$ cat config.mk
export PLATFORM = sky130hd
export DESIGN_NAME = out_pix_feeder
export DESIGN_NICKNAME = d
export VERILOG_FILES = /design/src/rtl/out_pix_feeder.sv
export SDC_FILE = /design/constraint.sdc
export NUM_CORES = 1
export LEC_CHECK = 0
export ABC_AREA = 1
export ABC_CLOCK_PERIOD_IN_PS = 2750
export CORE_MARGIN = 2
export CORE_UTILIZATION = 47
export DETAILED_ROUTE_END_ITERATION = 10
export PLACE_DENSITY = 0.79
export SYNTH_ARGS = -nofsm -noshare
export SYNTH_HDL_FRONTEND = slang
export SYNTH_SLANG_ARGS = --single-unit
$ cat constraint.sdc
create_clock -name clk -period 2.75 [get_ports clk]
set_input_delay 0.55 -clock clk [delete_from_list [all_inputs] [get_ports clk]]
set_output_delay 0.55 -clock clk [all_outputs]
set_load 0.03 [all_outputs]
$ cat src/rtl/out_pix_feeder.sv
// out_pix_feeder: filters processor stores into an output pixel window,
// saturates them to 8 bits and paces them out to the output memory stage.
//
// Ports:
//   clk, rst     single clock, synchronous active-high reset
//   start        one-cycle pulse arming a new frame (ignored while running)
//   st_valid     store request from the processor
//   st_addr      store address (one pixel per address)
//   st_data      signed store data
//   st_ready     store accepted when st_valid && st_ready
//   out_result   {24'b0, pixel}, held between pops
//   out_enable   one-cycle write strobe, never high two cycles in a row
//   pix_count    pixels emitted this frame, saturating at NUM_PIX
//   frame_done   level, set on entry to DONE, cleared by start or rst
//   order_err    sticky out-of-order window store flag
module out_pix_feeder #(
    parameter logic [31:0] BASE_ADDR  = 32'h0000_1000,
    parameter int          NUM_PIX    = 11,
    parameter int          FIFO_DEPTH = 4
) (
    input  logic        clk,
    input  logic        rst,
    input  logic        start,
    input  logic        st_valid,
    input  logic [31:0] st_addr,
    input  logic [31:0] st_data,
    output logic        st_ready,
    output logic [31:0] out_result,
    output logic        out_enable,
    output logic [7:0]  pix_count,
    output logic        frame_done,
    output logic        order_err
);

    localparam int PTR_W = (FIFO_DEPTH > 1) ? $clog2(FIFO_DEPTH) : 1;
    localparam int CNT_W = PTR_W + 1;
    localparam logic [CNT_W-1:0] DEPTH_C = CNT_W'(FIFO_DEPTH);
    localparam logic [7:0] NUM_PIX_C = 8'(NUM_PIX);
    localparam logic [31:0] WIN_END = BASE_ADDR + 32'(NUM_PIX);

    typedef enum logic [1:0] {
        IDLE = 2'd0,
        RUN  = 2'd1,
        DONE = 2'd2
    } state_e;

    state_e state_q, state_d;

    logic [7:0]       fifo_q [FIFO_DEPTH];
    logic [PTR_W-1:0] wr_ptr_q, wr_ptr_d;
    logic [PTR_W-1:0] rd_ptr_q, rd_ptr_d;
    logic [CNT_W-1:0] cnt_q, cnt_d;
    logic [7:0]       idx_q, idx_d;
    logic [7:0]       pix_cnt_q, pix_cnt_d;
    logic [31:0]      result_q, result_d;
    logic             en_q, en_d;
    logic             done_q, done_d;
    logic             err_q, err_d;

    logic        run;
    logic        enter_run;
    logic        fifo_full;
    logic        fifo_empty;
    logic        accept;
    logic        win_hit;
    logic        in_order;
    logic        push;
    logic        pop;
    logic        bypass;
    logic        fifo_wr;
    logic        fifo_rd;
    logic [31:0] exp_addr;
    logic [7:0]  pix_sat;
    logic [7:0]  pop_pix;

    assign run        = (state_q == RUN);
    assign enter_run  = start && !run;
    assign fifo_full  = (cnt_q == DEPTH_C);
    assign fifo_empty = (cnt_q == '0);
    assign exp_addr   = BASE_ADDR + {24'b0, idx_q};
    assign win_hit    = (st_addr >= BASE_ADDR) && (st_addr < WIN_END);
    assign in_order   = (st_addr == exp_addr);
    assign accept     = st_valid && st_ready;

    // Once idx_q reaches NUM_PIX the expected address lies outside the
    // window, so no further pixel can be pushed this frame.
    assign push = accept && run && win_hit && in_order;

    // A push into an empty FIFO while the strobe is low goes straight to
    // the output register, giving one cycle of latency.
    assign pop     = run && !en_q && (!fifo_empty || push);
    assign bypass  = push && pop && fifo_empty;
    assign fifo_wr = push && !bypass;
    assign fifo_rd = pop && !fifo_empty;

    always_comb begin
        if (st_data[31]) begin
            pix_sat = 8'd0;
        end else if (st_data[30:8] != '0) begin
            pix_sat = 8'd255;
        end else begin
            pix_sat = st_data[7:0];
        end
    end

    assign pop_pix = fifo_empty ? pix_sat : fifo_q[rd_ptr_q];

    // State register
    always_ff @(posedge clk) begin
        if (rst) begin
            state_q <= IDLE;
        end else begin
            state_q <= state_d;
        end
    end

    // Next-state logic
    always_comb begin
        state_d = state_q;
        unique case (state_q)
            IDLE: if (start) state_d = RUN;
            RUN:  if (pix_cnt_q == NUM_PIX_C) state_d = DONE;
            DONE: if (start) state_d = RUN;
            default: state_d = IDLE;
        endcase
    end

    // Output logic: st_ready depends only on registered state
    always_comb begin
        st_ready = 1'b1;
        if (run) begin
            st_ready = !fifo_full;
        end
    end

    // Datapath next-state
    always_comb begin
        wr_ptr_d  = wr_ptr_q;
        rd_ptr_d  = rd_ptr_q;
        cnt_d     = cnt_q;
        idx_d     = idx_q;
        pix_cnt_d = pix_cnt_q;
        result_d  = result_q;
        en_d      = 1'b0;
        done_d    = done_q;
        err_d     = err_q;

        if (fifo_wr) wr_ptr_d = wr_ptr_q + 1'b1;
        if (fifo_rd) rd_ptr_d = rd_ptr_q + 1'b1;

        unique case ({fifo_wr, fifo_rd})
            2'b10:   cnt_d = cnt_q + 1'b1;
            2'b01:   cnt_d = cnt_q - 1'b1;
            default: cnt_d = cnt_q;
        endcase

        if (push) idx_d = idx_q + 8'd1;

        if (accept && run && win_hit && !in_order) err_d = 1'b1;

        if (pop) begin
            result_d = {24'b0, pop_pix};
            en_d     = 1'b1;
            if (pix_cnt_q != NUM_PIX_C) pix_cnt_d = pix_cnt_q + 8'd1;
        end

        if (run && (state_d == DONE)) done_d = 1'b1;

        if (enter_run) begin
            idx_d     = '0;
            pix_cnt_d = '0;
            err_d     = 1'b0;
            done_d    = 1'b0;
        end
    end

    always_ff @(posedge clk) begin
        if (rst) begin
            wr_ptr_q  <= '0;
            rd_ptr_q  <= '0;
            cnt_q     <= '0;
            idx_q     <= '0;
            pix_cnt_q <= '0;
            result_q  <= '0;
            en_q      <= 1'b0;
            done_q    <= 1'b0;
            err_q     <= 1'b0;
        end else begin
            wr_ptr_q  <= wr_ptr_d;
            rd_ptr_q  <= rd_ptr_d;
            cnt_q     <= cnt_d;
            idx_q     <= idx_d;
            pix_cnt_q <= pix_cnt_d;
            result_q  <= result_d;
            en_q      <= en_d;
            done_q    <= done_d;
            err_q     <= err_d;
        end
    end

    // Storage needs no reset: occupancy is reset instead.
    always_ff @(posedge clk) begin
        if (fifo_wr) begin
            fifo_q[wr_ptr_q] <= pix_sat;
        end
    end

    assign out_result = result_q;
    assign out_enable = en_q;
    assign pix_count  = pix_cnt_q;
    assign frame_done = done_q;
    assign order_err  = err_q;

endmodule

==> run summary, run 1 <==
The run finished with clean final reports. The detailed placer's ending HPWL is 5.97 mm, and the sequential element share of the synthesized area is 48.1%. The analysis attributes to cell leakage a power of 1.87 nW.

The tools report the worst hold margin as 0.450 ns. For the final database, setup skew stands at 0.00853 ns. The average routed wire per standard cell was 12.5 um. The transition time at the pin with the least slew margin is 0.570 ns. At the end of the flow, the number of nets in the layout was 620. Number of antenna violations at the first check in global routing: 0. The class of the most critical hold timing path is flop to flop. The number of routed nets with antenna violations is 0. The utilization after layout is 64.1%. Summed over all failing endpoints, the final setup total negative slack is 0 ns. For the setup slack of the critical path after layout, the log shows 0.277 ns.

By area the synthesized netlist is led by sky130_fd_sc_hd__edfxtp_1 27%, sky130_fd_sc_hd__dfxtp_1 21%, sky130_fd_sc_hd__nand2_1 11%. Along the worst path, the maximum fanout reaches 3. For this block, wires on met1 add up to 3.18 mm. The CTS buffer count is 9, and the endpoint arrival time on the critical path is 2.74 ns. The count of filler cells inserted in the layout was 617; the switching power total was 0.475 mW.

The worst setup path is of the input port to flop kind. For the worst-skew pair, the clock arrives at the later sink with an insertion delay of 0.33 ns. The cell area that synthesis handed to floorplanning was 0.00358 mm^2. The logs give 0.833 for the weighted congestion reported at the end of routability-driven placement and 202 uV for the worst voltage drop across the vdd grid.

In this run, distinct cell masters in the synthesized netlist total 33. The die extent in x was 91.3 um. In the detailed route, the total length drawn on met2 is 4.23 mm. Prior to clock tree synthesis, the placed netlist has a worst setup slack of 0.0167 ns. After clock tree synthesis, the clock-pin slew on the worst setup and hold paths is 0.07 ns.

The logs give 31 for the row count and 0 for the number of post-CTS setup repair buffers. The run gives 48.8% as the initial core utilization. Root cell of the clock tree: sky130_fd_sc_hd__clkbuf_8.

Biggest area consumer among synthesized cells: sky130_fd_sc_hd__edfxtp_1. For this design the ratio of total power to cell area is 451 mW/mm^2. The final-report max-slew violation count was 0.

Net switching is 22.4% of the power. Detailed routing placed a total of 552 um of wire on met3. The kind of end point of the critical path was a flop. The logs give 9.7% for the portion of total power attributed to combinational logic and 0 for the Yosys warning count. The first global-routing pass estimated 13.6 mm of wire.

The count of hold-fix buffers inserted at cts is 0, and the mean number of vias per cell is 4.84. The detailed router finished its first iteration with 140 violations. The power share of the clock group came out at 39.0%.

Synthesis produced 449 cells. For this run, the total global-route usage over all layers was measured as 20.4%. The run gives 648 as the final cell count without fillers. Setup repair after global routing left no endpoint under its margin. Post-layout minimum cycle time: 2.47 ns. The tools report the placeable core region as 0.00733 mm^2.

The final layout contains routed wiring with a total length of 8.11 mm. The logs give 0 for the number of hold-slack violations in the final timing report and 3137 for the routed via count. The startpoint type of the worst setup path was an input port. Number of buffer cells added on primary ports: 87.

TritonCTS built the clock tree. The logs give 2 for the clock tree buffer depth and 0 for the number of diodes. Summed over all layers, the global routing overflow is 0. For the max capacitance violation total, the log shows 0. In the layout the commonest cells are 104 x sky130_fd_sc_hd__nand2_1, 87 x sky130_fd_sc_hd__clkdlybuf4s50_1, 60 x sky130_fd_sc_hd__nor2_1. Sequential cells account for 51.3% of the total power. The floorplan step set the die height to 91.3 um.

In this run, synthesis produced a sequential element count of 70. Setup violations remaining at the end of the flow were counted as 0. Highest metal layer used by the detailed router: met4. The via count of the first global-routing pass was 3102; the post-route clock period utilization was 89.9%.

The headroom to the max-slew limit came out at 62.0%. The run gives 3 as the H-tree depth reported by CTS. The internal power of the cells totals 1.64 mW.

Most common cell after layout, fill and taps aside: sky130_fd_sc_hd__nand2_1. The run gives 112 as the top-level I/O count. The area growth from synthesis to layout was 31.2%; the area share of the leading cell type in the synthesized netlist was 26.8%. Among all flip-flop cells after synthesis, the most frequent one is sky130_fd_sc_hd__dfxtp_1. Counting every sink on the clock net gives 70. The overall die area is 0.00833 mm^2. The number of DRC violations after detailed routing was 0; the average footprint of a synthesized cell was 7.97 um^2.

STA puts the critical path data required time at 3.01 ns. The number of placed instances, taps included, is 632. The post-route netlist has 8.20% of its cells at a drive strength greater than 1. The synthesized design contains 32 enable-type register cells.

For this run, the top clock speed supported by timing is 0.404 GHz. Counting flops with an async set or reset pin after synthesis yields a share of 0%. For this run, the detailed router's first-pass iteration total came to 4. The pin count of the biggest net entering global routing was 18.
==> cell usage after synthesis (4+ instances only) <==
library cell and count:
sky130_fd_sc_hd__a21oi_1 32, sky130_fd_sc_hd__buf_4 25, sky130_fd_sc_hd__clkbuf_1 5, sky130_fd_sc_hd__dfxtp_1 38
sky130_fd_sc_hd__edfxtp_1 32, sky130_fd_sc_hd__ha_1 7, sky130_fd_sc_hd__inv_1 42, sky130_fd_sc_hd__inv_2 7
sky130_fd_sc_hd__nand2_1 104, sky130_fd_sc_hd__nand2_2 5, sky130_fd_sc_hd__nand3_1 31, sky130_fd_sc_hd__nand4_1 4
sky130_fd_sc_hd__nor2_1 60, sky130_fd_sc_hd__o211ai_1 9, sky130_fd_sc_hd__o21ai_0 15, sky130_fd_sc_hd__xnor2_1 5
sky130_fd_sc_hd__xor2_1 4
==> metrics by stage <==
step	area [um^2]	total power [mW]
2_1_floorplan	3670	1.23
3_3_place_gp	4490	1.31
3_5_place_dp	4490	1.31
4_1_cts	4690	2.14
5_1_grt	4700	2.19
6_report	4700	2.12
==> cells by family (layout without fill, tap and decap cells) <==
group / count (synthesis) / in the layout / share of synthesized area (%)
other: 1 / 24 / 0.105
AO/OA/AOI/OAI: 58 / 58 / 8.81
AND/OR/NAND/NOR: 217 / 217 / 25.6
buffers and inverters: 86 / 163 / 12.2
adder cells (fa/ha/maj): 8 / 8 / 3.01
XOR/XNOR: 9 / 9 / 2.20
flip-flops: 70 / 70 / 48.1
==> worst paths after layout <==
path	start	endpoint	slack, ns	cells after the start
setup / recovery	st_addr[2]	cnt_q[2]	0.28	17
hold / removal	order_err	order_err	0.45	2
setup reg to reg	cnt_q[0]	cnt_q[2]	0.48	12
hold reg to reg	order_err	order_err	0.45	2
==> flip-flops by register name, summed over array words and instances (netlist names), named ones only <==
register    cells
wr_ptr_q        2
idx_q           8
pix_count       8
fifo_q         32
cnt_q           3
rd_ptr_q        2
frame_done      1
state_q         2
out_enable      1
order_err       1
out_result      8
==> worst max-delay path, cell delays in order <==
cell	delay [ns]
sky130_fd_sc_hd__clkdlybuf4s50_1	0.48
sky130_fd_sc_hd__inv_1	0.07
sky130_fd_sc_hd__nand2_1	0.06
sky130_fd_sc_hd__nand2_1	0.06
sky130_fd_sc_hd__nor2_1	0.14
sky130_fd_sc_hd__nand3_1	0.13
sky130_fd_sc_hd__nor2_2	0.16
sky130_fd_sc_hd__nand3_2	0.09
sky130_fd_sc_hd__inv_2	0.09
sky130_fd_sc_hd__nand2_2	0.06
sky130_fd_sc_hd__ha_1	0.21
sky130_fd_sc_hd__inv_2	0.08
sky130_fd_sc_hd__fa_2	0.19
sky130_fd_sc_hd__a21oi_1	0.06
sky130_fd_sc_hd__o21ai_0	0.09
sky130_fd_sc_hd__o21ai_0	0.10
sky130_fd_sc_hd__a21oi_1	0.13
==> power by group through the flow <==
| stage | combinational [mW] | sequential [mW] | clock (mW) |
|---|---|---|---|
| 2_1_floorplan | 0.119 | 1.11 | 0 |
| 3_3_place_gp | 0.201 | 1.11 | 0 |
| 3_5_place_dp | 0.203 | 1.11 | 0 |
| 4_1_cts | 0.205 | 1.09 | 0.847 |
| 5_1_grt | 0.224 | 1.09 | 0.880 |
| 6_report | 0.205 | 1.09 | 0.828 |
==> area by class of cell <==
cell class                      count  area (um^2)  area share [%]
Sequential cell                    70         1720            36.7
Timing Repair Buffer               97          946            20.1
Inverter                           50          188            4.00
Clock inverter                      2         11.3           0.240
Multi-Input combinational cell    316         1510            32.2
Clock buffer                       14          194            4.13
Tap cell                           99          124            2.64
==> layer usage <==
metal	vias to the layer above	GRT usage (%)
li1	1595	-
met1	1398	24.5
met2	131	35.6
met3	13	3.15
met4	0	9.97
met5	-	0
==> what timing repair did <==
action,in CTS,in global routing
hold endpoints to repair,0,0
gates resized for setup,0,2
endpoints found under the setup margin,0,1
Note: power is estimated with default switching activity, not from simulation.
==> run 2: changes to the inputs <==
CAP_MARGIN = 20   (was unset)
==> results of run 2 <==
Final layout, timing and power as in run 1 (identical DEF).
==> variant 1: new RTL, flow settings as in run 2 <==
Put one more register stage on the output `pix_count`. The value now appears one clock later. The other outputs are not delayed to match.
--- a/src/rtl/out_pix_feeder.sv
+++ b/src/rtl/out_pix_feeder.sv
@@ -208,5 +208,7 @@
     assign out_result = result_q;
     assign out_enable = en_q;
-    assign pix_count  = pix_cnt_q;
+    always_ff @(posedge clk) begin
+        pix_count <= pix_cnt_q;
+    end
     assign frame_done = done_q;
     assign order_err  = err_q;
Function: changed (Yosys sat finds a counterexample within 4 cycles, from zero or initial values and one cycle with rst high).
==> variant 1 against run 2 <==
  * Sequential power increased by 10%
  * Utilization fell by 1.2 points
  * Clock skew is 0.0018 ns higher
  * Clock power down 3.5%
  * Non-clock buffer count up 2
  * Critical path depth fell by 5
  * Synthesized area grew 5.5%
  * Routed wire length fell by 2.2%
  * Setup slack gained 0.078 ns
  * Final area grew 4.1%
  * Power rose by 4.1%
  * Highest routed layer unchanged
  * Sequential cell count up 8
  * Register-to-register slack worse by 0.13 ns
==> variant 1: results (changes against run 2) <==
----------------------------------------------------
[Clocking]
  Insertion delay to the later sink of the worst-skew pair ... 0.35 ns (was 0.33 ns)
  Clock transition time at the flip-flop clock pins of the worst setup and hold paths ... 0.09 ns (was 0.07 ns)
  Number of CTS-inserted buffers ... 9 (unchanged)
  H-tree depth reported by CTS ... 3 (unchanged)
  CTS Buffer Depth ... 2 (unchanged)

[Routing]
  Average detailed-routed wire length per instance ... 11.9 microns (was 12.5 microns)
  Number of DRC violations after detailed-routing iteration 0 ... 200 (was 140)
  ANT nets after route ... 0 (unchanged)
  Number of vias after detailed routing ... 3269 (was 3137)

[Global routing]
  All-layer global routing usage ... 18.3% (was 20.4%)
  Largest net degree at the start of global routing ... 19 (was 18)
  Number of global-route vias before repair ... 2912 (was 3102)
  First-pass GRT wire length ... 12400 microns (was 13600 microns)

[Synthesis]
  Area contributors post-synth ... edfxtp_1 (25%), dfxtp_1 (24%), nand2_1 (10%) (was edfxtp_1 (27%), dfxtp_1 (21%), nand2_1 (11%))
  Number of synthesized flops with an enable pin ... 32 (unchanged)
  Distinct cell type count after synthesis ... 36 (was 33)
  Top cell types by occurrence after synthesis ... nand2_1 (102), nor2_1 (60), dfxtp_1 (46), inv_1 (46), edfxtp_1 (32) (was nand2_1 (104), nor2_1 (60), inv_1 (42))
  Sequential cell area fraction in the yosys report ... 49.8% (was 48.1%)

[Worst setup path]
  Longest individual stage delay on the worst path ... 0.38 ns (was 0.48 ns)
  Max Fanout on Critical Path ... 10 (was 3)
  Max stage delay cell, worst path ... fa_1 (was clkdlybuf4s50_1)
  Cell type group with the largest total delay on the critical path ... simple AND/OR/NAND/NOR gates (was buffers and inverters)

[Placed design]
  Final estimated routing congestion in global placement ... 0.879 (was 0.833)
  Detailed placement HPWL ... 5960 microns (was 5970 microns)

[Worst hold path]
  Worst hold path class ... flop to flop (unchanged)

[Timing]
  Transition time of the tightest slew-check pin ... 0.565 ns (was 0.570 ns)
  Clock tree skew after final layout ... 0.0103 ns (was 0.00853 ns)

[Power]
  Leakage power total ... 0.00199 uW (was 0.00187 uW)
  Max IR drop VDD ... 0.220 mV (was 0.202 mV)

[Final layout]
  Fraction of layout instances using a drive strength above 1 ... 7.82% (was 8.20%)
  Final #Nets ... 634 (was 620)

[Outcome]
  Result of the run ... finished clean (unchanged)

----------------------------------------------------
[variant 1: changes by cell type after synthesis, sizes merged, moves of 2 or more]
cell,run 2,this run
nand4,4,10
nand3,34,30
o21ai,16,18
xnor2,5,3
nand2,109,107
nor3,3,5
dfxtp,38,46
inv,49,51
[variant 1: per-layer routing]
layer | vias to the layer above | share of wire (%) | track usage [%]
met3 | 18 | 8.6 | 5.00
met4 | 0 | 2.6 | 9.30
li1 | 1642 | - | -
met1 | 1448 | 41 | 20.6
met5 | - | 0 | 0
met2 | 161 | 48 | 31.7
[variant 1: area by class of cell]
type                    count  area, sq um
clock buffers               9          124
clock inverters             7         62.6
fillers                   619         2880
inverters                  52          195
multi-input cells         318         1530
flip-flops and latches     78         1880
well taps                 102          128
repair buffers             99          961
[variant 1: final timing paths]
check,start,slack [ns],end,cells after the start
setup / recovery,cnt_q[0],0.35,cnt_q[2],12
hold / removal,pix_cnt_q[3],0.40,pix_count[3],0
setup reg to reg,cnt_q[0],0.35,cnt_q[2],12
hold reg to reg,pix_cnt_q[3],0.40,pix_count[3],0
[variant 1: worst reg2reg max path: stages, from the launching register on]
cell	delay [ns]
dfxtp_1	0.34
nor2_1	0.22
nand2_2	0.21
clkinv_1	0.24
nand2_1	0.14
nand2_4	0.09
ha_1	0.13
inv_1	0.06
fa_1	0.38
a21oi_1	0.15
o21ai_0	0.11
o21ai_0	0.16
a21oi_1	0.05
[variant 1: report_power, final]
group          switching [uW]  internal, uW
Sequential              0.966          1200
Clock                     450           348
Combinational             104           101
[variant 1: stage by stage]
step	util (%)	cell area (sq um)	setup WS [ns]	power, uW	std cells
final	62.9	4890	0.355	2210	665
after global routing	62.9	4890	0.0536	2290	665
after detailed placement	60.5	4700	0.00480	1430	649
after floorplan	-	3860	0.481	1350	484
after global placement	60.5	4700	0.0440	1430	649
after CTS	62.9	4890	0.341	2220	665
[variant 1: cell families after synthesis]
logic type | count (synthesis) | synth area share (%)
AND/OR/NAND/NOR | 219 | 25.1
buffers and inverters | 88 | 11.8
flip-flops | 78 | 49.8
AO/OA/AOI/OAI | 59 | 8.45
XOR/XNOR | 8 | 1.86
adder cells (fa/ha/maj) | 8 | 2.85
other | 1 | 0.0993
==> variant 2: new RTL, config.mk and constraints of run 2 <==
Without the edit above. The parameter `FIFO_DEPTH` goes from 4 to 2.
--- a/src/rtl/out_pix_feeder.sv
+++ b/src/rtl/out_pix_feeder.sv
@@ -17,5 +17,5 @@
     parameter logic [31:0] BASE_ADDR  = 32'h0000_1000,
     parameter int          NUM_PIX    = 11,
-    parameter int          FIFO_DEPTH = 4
+    parameter int          FIFO_DEPTH = 2
 ) (
     input  logic        clk,
Function: changed (Yosys sat finds a counterexample within 10 cycles, from zero or initial values and one cycle with rst high).
==> variant 2 against run 2 <==
  * Sequential cell count shrank 20
  * Synthesized area decreased by 23%
  * Via count decreased by 17%
  * Routed wire length down 24%
  * Die area decreased by 22%
  * Register-to-register slack improved by 0.09 ns
  * Final area shrank 20%
  * Power down 32%
  * Global-route usage is 0.84 points lower
  * Fmax down 0.76%
  * Sequential share of layout area down 5.6 points
  * Setup slack worse by 0.019 ns
  * Largest cell class is now multi-input combinational cells
==> variant 2: results (changes against run 2) <==
----------------------------------------------------
[Clocking]
  Number of CTS-inserted buffers ... 5 (was 9)
  H-tree depth reported by CTS ... 2 (was 3)
  Clock transition time at the flip-flop clock pins of the worst setup and hold paths ... 0.09 ns (was 0.07 ns)
  Insertion delay to the later sink of the worst-skew pair ... 0.30 ns (was 0.33 ns)

[Routing]
  Detailed route wirelength on metal3 ... 431 microns (was 552 microns)
  Number of DRC violations after detailed-routing iteration 0 ... 148 (was 140)
  Drt via density ... 4.83 (was 4.84)
  Overall routed net length ... 6190 microns (was 8110 microns)

[Final layout]
  Final #Nets ... 535 (was 620)
  Number of flip-flops under the largest register name ... 16 (was 32)
  Fraction of layout instances using a drive strength above 1 ... 6.67% (was 8.20%)
  Total of fill cells in the finished design ... 477 (was 617)
  Ant. Diodes ... 0 (unchanged)

[Power]
  Switching power share of the total ... 23.7% (was 22.4%)
  Max IR drop VDD ... 0.418 mV (was 0.202 mV)
  Leakage power total ... 0.00152 uW (was 0.00187 uW)
  Share of power burned in combinational logic ... 14.1% (was 9.7%)

[Synthesis]
  Average instance area after synthesis ... 7.43 sq um (was 7.97 sq um)
  Compound-cell area share of the yosys netlist ... 11.8% (was 8.81%)
  Number of synthesized flops with an enable pin ... 16 (was 32)
  Area contributors post-synth ... dfxtp_1 (25%), edfxtp_1 (17%), nor2_1 (9.4%) (was edfxtp_1 (27%), dfxtp_1 (21%), nand2_1 (11%))
  Post-Synth Adder-Cell Area ... 1.36% (was 3.01%)
  Primary flip-flop cell chosen by synthesis mapping ... dfxtp_1 (unchanged)
  Xor/xnor share of the synthesized area ... 2.54% (was 2.20%)
  Sequential cell area fraction in the yosys report ... 42.1% (was 48.1%)
  Distinct cell type count after synthesis ... 35 (was 33)

[Placed design]
  Final estimated routing congestion in global placement ... 0.846 (was 0.833)
  Worst slack, placed ... -0.0641 ns (was 0.0167 ns)
  Post-placement cell area ... 0.00363 sq mm (was 0.00449 sq mm)
  Total instance count after detailed placement ... 529 (was 632)
  Detailed placement HPWL ... 4770 microns (was 5970 microns)

[Worst setup path]
  Max Fanout on Critical Path ... 5 (was 3)
  Setup slack, reg-to-reg ... 0.57 ns (was 0.48 ns)
  Longest individual stage delay on the worst path ... 0.51 ns (was 0.48 ns)
  Logic depth of the worst register-to-register path ... 15 (was 12)
  RR Startpoint ... idx_q[0] (was cnt_q[0])
  Start point of the critical path ... st_addr[4] (was st_addr[2])
  Critical Path AT ... 2.73 ns (was 2.74 ns)

[Timing]
  Clock tree skew after final layout ... 0.00394 ns (was 0.00853 ns)
  Timing-limited maximum frequency ... 401 MHz (was 404 MHz)

[Global routing]
  GRT met1 Usage ... 22.1% (was 24.5%)
  Global routing met3 resource utilization ... 4.27% (was 3.15%)
  All-layer global routing usage ... 19.6% (was 20.4%)
  Met2 layer usage reported by global route ... 36.4% (was 35.6%)
  Number of global-route vias before repair ... 2489 (was 3102)
  First-pass GRT wire length ... 10000 microns (was 13600 microns)
  Largest net degree at the start of global routing ... 20 (was 18)

[Outcome]
  Result of the run ... finished clean (unchanged)

[Worst hold path]
  Hold path startpoint ... idx_q[6] (was order_err)

----------------------------------------------------
## variant 2: cell types whose count changed in the layout (fill, tap and decap cells not counted), moves of 5 or more
cell      delta
clkbuf_8     -7
edfxtp_1    -16
inv_2        -5
nand2_1     -52
nand3_1      -7
nand4_1      +6
nor2_1       +9
o211ai_1     -8
o21ai_0      +7
o21ai_1      +6
## variant 2: area by class of cell
| cell class | instances | area, sq um | share of cell area, % |
|---|---|---|---|
| Timing Repair Buffer | 94 | 923 | 24.7 |
| Multi-Input combinational cell | 268 | 1290 | 34.5 |
| Sequential cell | 50 | 1160 | 31.1 |
| Tap cell | 72 | 90.1 | 2.41 |
| Clock buffer | 8 | 101 | 2.71 |
| Inverter | 45 | 169 | 4.52 |
## variant 2: worst max-delay path: cells and delay by family
kind | cells | cell delay [ns]
fa+ha+maj | 1 | 0.29
compound gates | 2 | 0.23
buf+inv | 4 | 0.77
simple gates | 9 | 0.87
